`config.mk`:
```
export PLATFORM = sky130hd
export DESIGN_NAME = if_stage
export DESIGN_NICKNAME = d
export VERILOG_FILES = /design/src/rtl/if_pkg.sv /design/src/rtl/fetch_fifo.sv /design/src/rtl/if_stage.sv
export SDC_FILE = /design/constraint.sdc
export NUM_CORES = 1
export LEC_CHECK = 0
export BUFFER_PORTS_ARGS = -buffer_cell sky130_fd_sc_hd__clkbuf_2
export CORE_UTILIZATION = 55
export DETAILED_ROUTE_END_ITERATION = 7
export HOLD_SLACK_MARGIN = 0.05
export PLACE_DENSITY = 0.78
export SETUP_SLACK_MARGIN = 0.5
export SYNTH_ARGS = -nofsm -noshare
export SYNTH_HDL_FRONTEND = slang
export SYNTH_HIERARCHICAL = 1
export SYNTH_SLANG_ARGS = --single-unit
```
`constraint.sdc`:
```
create_clock -name clk -period 3.7 [get_ports clk]
set_input_delay 0.37 -clock clk [delete_from_list [all_inputs] [get_ports clk]]
set_output_delay 0.37 -clock clk [all_outputs]
set_load 0.01 [all_outputs]
```
`src/rtl/if_pkg.sv`:
```
`default_nettype none
// +----------------------------------------------------------------------+
// | if_pkg : shared types and constants for the spoc fetch stage         |
// | Rev 1.0                                                              |
// +----------------------------------------------------------------------+
package if_pkg;

  typedef enum logic [1:0] {
    S_IDLE = 2'd0,
    S_REQ  = 2'd1,
    S_WAIT = 2'd2
  } if_state_e;

  localparam logic [31:0] NOP_INST   = 32'h0000_0013;
  localparam int unsigned INST_BYTES = 4;

endpackage
`default_nettype wire

```
`src/rtl/fetch_fifo.sv`:
```
`default_nettype none
// +----------------------------------------------------------------------+
// | fetch_fifo : synchronous {pc, inst} buffer with flush and free count |
// | Rev 1.0                                                              |
// +----------------------------------------------------------------------+
module fetch_fifo
  import if_pkg::*;
#(
  parameter int FIFO_DEPTH = 2,
  parameter int WIDTH      = 64
) (
  input  logic                        clk,
  input  logic                        rst,
  input  logic                        flush,
  input  logic                        push,
  input  logic [WIDTH-1:0]            wdata,
  input  logic                        pop,
  output logic [WIDTH-1:0]            rdata,
  output logic                        full,
  output logic                        empty,
  output logic [$clog2(FIFO_DEPTH):0] free_cnt
);

  localparam int AW = $clog2(FIFO_DEPTH);
  localparam int CW = AW + 1;

  logic [WIDTH-1:0] mem_q [FIFO_DEPTH];
  logic [WIDTH-1:0] mem_d [FIFO_DEPTH];
  logic [AW-1:0]    rd_ptr_q, rd_ptr_d;
  logic [AW-1:0]    wr_ptr_q, wr_ptr_d;
  logic [CW-1:0]    count_q, count_d;
  logic             do_push, do_pop;

  assign empty    = (count_q == '0);
  assign full     = (count_q == CW'(FIFO_DEPTH));
  assign free_cnt = CW'(FIFO_DEPTH) - count_q;
  assign rdata    = mem_q[rd_ptr_q];

  always_comb begin
    do_pop   = pop && !empty;
    // A pop in the same cycle frees the slot a full-buffer push needs.
    do_push  = push && (!full || do_pop);
    mem_d    = mem_q;
    rd_ptr_d = rd_ptr_q;
    wr_ptr_d = wr_ptr_q;
    count_d  = count_q;
    if (flush) begin
      rd_ptr_d = '0;
      wr_ptr_d = '0;
      count_d  = '0;
    end else begin
      if (do_push) begin
        mem_d[wr_ptr_q] = wdata;
        wr_ptr_d        = wr_ptr_q + AW'(1);
      end
      if (do_pop) begin
        rd_ptr_d = rd_ptr_q + AW'(1);
      end
      count_d = count_q + CW'(do_push) - CW'(do_pop);
    end
  end

  always_ff @(posedge clk or negedge rst) begin
    if (!rst) begin
      for (int i = 0; i < FIFO_DEPTH; i++) begin
        mem_q[i] <= '0;
      end
      rd_ptr_q <= '0;
      wr_ptr_q <= '0;
      count_q  <= '0;
    end else begin
      mem_q    <= mem_d;
      rd_ptr_q <= rd_ptr_d;
      wr_ptr_q <= wr_ptr_d;
      count_q  <= count_d;
    end
  end

endmodule
`default_nettype wire

```
`src/rtl/if_stage.sv`:
```
`default_nettype none
// +----------------------------------------------------------------------+
// | if_stage : spoc instruction fetch - PC, imem handshake, decode buffer|
// | Rev 1.0                                                              |
// +----------------------------------------------------------------------+
module if_stage
  import if_pkg::*;
#(
  parameter int              XLEN       = 32,
  parameter logic [XLEN-1:0] RESET_PC   = 32'h0000_0000,
  parameter int              FIFO_DEPTH = 2
) (
  input  logic            clk,
  input  logic            rst,
  input  logic            redirect_valid,
  input  logic [XLEN-1:0] redirect_pc,
  output logic            imem_req,
  output logic [XLEN-1:0] imem_addr,
  input  logic            imem_gnt,
  input  logic            imem_rvalid,
  input  logic [XLEN-1:0] imem_rdata,
  output logic            id_valid,
  input  logic            id_ready,
  output logic [XLEN-1:0] id_pc,
  output logic [XLEN-1:0] id_inst
);

  localparam int CW = $clog2(FIFO_DEPTH) + 1;

  if_state_e         state_q, state_d;
  logic [XLEN-1:0]   pc_q, pc_d;
  logic [XLEN-1:0]   addr_q, addr_d;
  logic              kill_q, kill_d;
  logic [XLEN-1:0]   redir_pc, next_pc;
  logic              fifo_push, fifo_pop, fifo_full, fifo_empty;
  logic [CW-1:0]     free_cnt, free_after;
  logic [2*XLEN-1:0] fifo_rdata;
  logic              unused_bits;

  assign redir_pc    = {redirect_pc[XLEN-1:2], 2'b00};
  assign next_pc     = redirect_valid ? redir_pc : pc_q;
  assign fifo_pop    = id_ready && !fifo_empty;
  assign unused_bits = ^{redirect_pc[1:0], fifo_full};

  always_comb begin
    state_d   = state_q;
    pc_d      = next_pc;
    addr_d    = addr_q;
    kill_d    = kill_q;
    imem_req  = 1'b0;
    fifo_push = (state_q == S_WAIT) && imem_rvalid && !kill_q && !redirect_valid;
    // The outstanding request already holds one slot, so the push is
    // charged against the current free count here.
    free_after = redirect_valid ? CW'(FIFO_DEPTH)
                                : free_cnt + CW'(fifo_pop) - CW'(fifo_push);
    case (state_q)
      S_IDLE: begin
        if (free_cnt != '0) begin
          state_d = S_REQ;
          addr_d  = next_pc;
          pc_d    = next_pc + XLEN'(INST_BYTES);
        end
      end
      S_REQ: begin
        imem_req = 1'b1;
        if (redirect_valid) begin
          kill_d = 1'b1;
        end
        if (imem_gnt) begin
          state_d = S_WAIT;
        end
      end
      S_WAIT: begin
        if (imem_rvalid) begin
          kill_d = 1'b0;
          if (free_after != '0) begin
            state_d = S_REQ;
            addr_d  = next_pc;
            pc_d    = next_pc + XLEN'(INST_BYTES);
          end else begin
            state_d = S_IDLE;
          end
        end else if (redirect_valid) begin
          kill_d = 1'b1;
        end
      end
      default: state_d = S_IDLE;
    endcase
  end

  always_ff @(posedge clk or negedge rst) begin
    if (!rst) begin
      state_q <= S_IDLE;
      pc_q    <= RESET_PC;
      addr_q  <= RESET_PC;
      kill_q  <= 1'b0;
    end else begin
      state_q <= state_d;
      pc_q    <= pc_d;
      addr_q  <= addr_d;
      kill_q  <= kill_d;
    end
  end

  fetch_fifo #(
    .FIFO_DEPTH (FIFO_DEPTH),
    .WIDTH      (2*XLEN)
  ) u_fifo (
    .clk      (clk),
    .rst      (rst),
    .flush    (redirect_valid),
    .push     (fifo_push),
    .wdata    ({addr_q, imem_rdata}),
    .pop      (fifo_pop),
    .rdata    (fifo_rdata),
    .full     (fifo_full),
    .empty    (fifo_empty),
    .free_cnt (free_cnt)
  );

  assign imem_addr = addr_q;
  assign id_valid  = !fifo_empty;
  assign id_pc     = fifo_empty ? '0 : fifo_rdata[2*XLEN-1:XLEN];
  assign id_inst   = fifo_empty ? XLEN'(NOP_INST) : fifo_rdata[XLEN-1:0];

endmodule
`default_nettype wire
```
==> impl_results.md <==
- Die width: 136.1 µm
- Worst EP required: 4040 ps
- Layout Skew: 12.64 ps
- Net switching power: 2.386 mW
- R2r setup slk: 700 ps
- Fraction of layout cells with a size suffix above 1: 40.12%
- Die Area: 18520 µm²
- Row count: 48
- Sw Share: 32.71%
- Fin. Hold Viols: 0
- Top post-synthesis cells by count: 199 x dfrtp_1, 161 x mux2_2, 70 x nand2_1, 67 x nor2b_1, 44 x mux2_1
- Finished Cell Area: 11640 µm²
- Hpwl dp: 13.83 mm
- Seq/Total Area, Yosys: 50.37%
- Final net count: 1055
- Int Power: 4.909 mW
- Maximum number of pins on one net before global-route repair: 81
- Worst Path Arrival: 3340 ps
- Hold Path Stages: 2
- Core box area: 17420 µm²
- Synth unique cells: 57
- Cells after synthesis: 819
- Top cell type's share of synthesized area: 50.37%
- Logic pwr share: 30.5%
- WL/cell: 17.84 µm
- Synth top area cells: dfrtp_1 50%, mux2_2 18%, mux2_1 5.0%
- CP Class: register to register
- First-pass GRT wire length: 34.86 mm
- Overflow after GRT: 0
- Fmax: 0.3335 GHz
- Leading area contributor after synthesis: dfrtp_1
- Register-to-Register Path Depth: 13
- Chip height: 136.1 µm
- Flop pwr share: 43.0%
- Vias: 6944
- Synthesized flop and latch total: 199
- Htree depth: 4
- Max-slew violations: 0
- WHS Endpoint: u_fifo/mem_q[12]$_DFFE_PN0P_
- Vias/cell: 5.725
- Total GRT Usage: 24.13%
- Top Ports: 168
- Sinks on the clock net: 199
- Clock transition at path regs: 70 ps
- WL final: 21.64 mm
- Final Setup Violations: 0
- Worst path slowest cell: dfrtp_1
- Hold crit path type: input port to register
- Setup TNS: 0 ps
- Crit end category: register
- Synth-to-layout area growth: 17.72%
- Synth Warn #: 6
- Root Buffer: clkbuf_16
- Initial DRC Count: 405
- Worst Setup Start Kind: register
- Clock network fraction of design power: 26.4%
- Critical-path maximum fanout: 16
- Worst-Margin Slew: 742.7 ps
- Buffers on Ports: 165
- Status: completed
- GP Congestion: 0.8645
- RSZ-0062 raised after global routing: no
- Synth Area per Inst: 12.07 µm²
- CP max stage delay: 400 ps
- Critical R2R Capture: pc_q[9]$_DFF_PN0_
- CTS buffer count: 17
- Tmin final: 2999 ps
- Async SR Flop Fraction: 100.0%
- Clock Tree Buf Depth: 2
- Worst slew margin: 50.49%
- Hold Startpoint: imem_rdata[12]
- Crit share post-route: 81.04%
- Vias in the first global route: 6856
- Detail Route Antenna Nets: 0
- Max IR drop VDD: 0.4250 mV
- Synth Net Count: 900
- DRC Markers: 0
- Initial antenna violation count: 1
- Cell Pwr Density: 626.8 nW/µm²
- TritonCTS clock tree: yes
- Worst-path cell chain: inv_1 -> ha_2 -> nand2_2 -> nor3_4 -> ha_1 -> inv_1 -> ha_1 -> xnor3_1 -> o211ai_1 -> buf_6 -> and2_1 -> a21bo_2 -> a22oi_1
- Worst r2r src: state_q[0]$_DFFE_PN0P_
- Cell Area, Synth: 9887 µm²
- Count leader, synth: dfrtp_1
- Leakage: 5.712 nW
- EDFF count, synth: 0
- DRT Pass-1 Iters: 4
- Top FF cell, synth: dfrtp_1
- Crit path buf inv count: 3
- Crit path max-delay family: adder cells
- Max cap viols: 0
- Worst skew pair latency: 430 ps
- Placed instance area: 10940 µm²
- Starting density of the core: 56.77%
[sequential cells by signal, summed over array words and instances, names as in the netlist]
name and cells:
u_fifo/wr_ptr_q 1, imem_addr 32, state_q 2, kill_q 1, u_fifo/count_q 2, u_fifo/mem_q 128
u_fifo/rd_ptr_q 1, pc_q 32
[power by group through the flow]
stage / Sequential (mW) / Clock (mW) / Combinational (mW)
floorplan: 3.13 / 0 / 1.43
global placement: 3.16 / 0 / 2.03
detailed placement: 3.18 / 0 / 2.09
CTS: 3.14 / 1.97 / 2.14
global route: 3.22 / 2.05 / 2.46
finish: 3.14 / 1.93 / 2.23
[through the flow]
step	power [mW]	util (%)	instances	hold WS (ps)	setup slack, ps
after floorplan	4.564	-	819	74.41	527.0
after global placement	5.193	62.82	1175	445.6	510.6
after detailed placement	5.269	62.82	1175	444.7	438.4
after CTS	7.258	66.47	1209	156.2	518.7
after global routing	7.727	66.82	1213	170.0	549.4
final	7.295	66.82	1213	167.9	701.4
[per-layer routing]
metal  track usage [%]  routed length [µm]  vias up
li1                  -                   -     3247
met1             33.37                9924     3474
met2             37.56               10200      199
met3             5.332                1193       24
met4             7.901                 324        0
met5                 0                   0        -
[logic make-up (layout without fill, tap and decap cells)]
| group | after synthesis | in the layout | share of synthesized area (%) |
|---|---|---|---|
| compound gates | 102 | 103 | 6.897 |
| other cells | 0 | 1 | 0 |
| flops | 199 | 199 | 50.37 |
| mux | 224 | 224 | 25.27 |
| buf+inv | 64 | 231 | 3.341 |
| fa+ha+maj | 11 | 11 | 1.392 |
| xor+xnor | 11 | 11 | 1.114 |
| simple gates | 208 | 208 | 11.62 |
[final cells by class]
| cell class | instances | area [µm²] |
|---|---|---|
| clock inverters | 13 | 166.4 |
| clock buffers | 19 | 442.9 |
| well taps | 225 | 281.5 |
| multi-input cells | 557 | 4653 |
| diodes | 1 | 2.502 |
| flip-flops and latches | 199 | 4981 |
| inverters | 17 | 63.81 |
| repair buffers | 182 | 1047 |
| fillers | 1330 | 5778 |
[cells in the final DEF (no fill, tap or decap), types with 13 or more instances in the layout]
cell	n
dfrtp_1	198
clkbuf_2	164
mux2_2	161
nand2_1	69
nor2b_1	67
mux2_1	44
o21ai_0	28
mux2i_1	19
inv_1	17
clkbuf_16	17
a21oi_1	13
[worst max-delay path by stage]
| stage | start | end | cells past startpoint |
|---|---|---|---|
| 2_1_floorplan | redirect_valid | pc_q[22]$_DFF_PN0_ | 14 |
| 3_3_place_gp | state_q[0]$_DFFE_PN0P_ | pc_q[30]$_DFF_PN0_ | 13 |
| 3_5_place_dp | state_q[0]$_DFFE_PN0P_ | pc_q[30]$_DFF_PN0_ | 13 |
| 4_1_cts | state_q[0]$_DFFE_PN0P_ | pc_q[12]$_DFF_PN0_ | 12 |
| 5_1_grt | state_q[0]$_DFFE_PN0P_ | pc_q[9]$_DFF_PN0_ | 13 |
| 6_report | state_q[0]$_DFFE_PN0P_ | pc_q[9]$_DFF_PN0_ | 13 |
[timing repair]
| action | CTS | global route |
|---|---|---|
| cloned | 1 | 0 |
| hold buffers | 1 | 0 |
| endpoints found under the setup margin | 26 | 55 |
| pin swaps | 1 | 2 |
| setup buffers | 0 | 3 |
| gates resized for setup | 2 | 10 |
| hold endpoints to repair | 78 | 0 |
No activity file was read; power rests on OpenSTA's default activity.
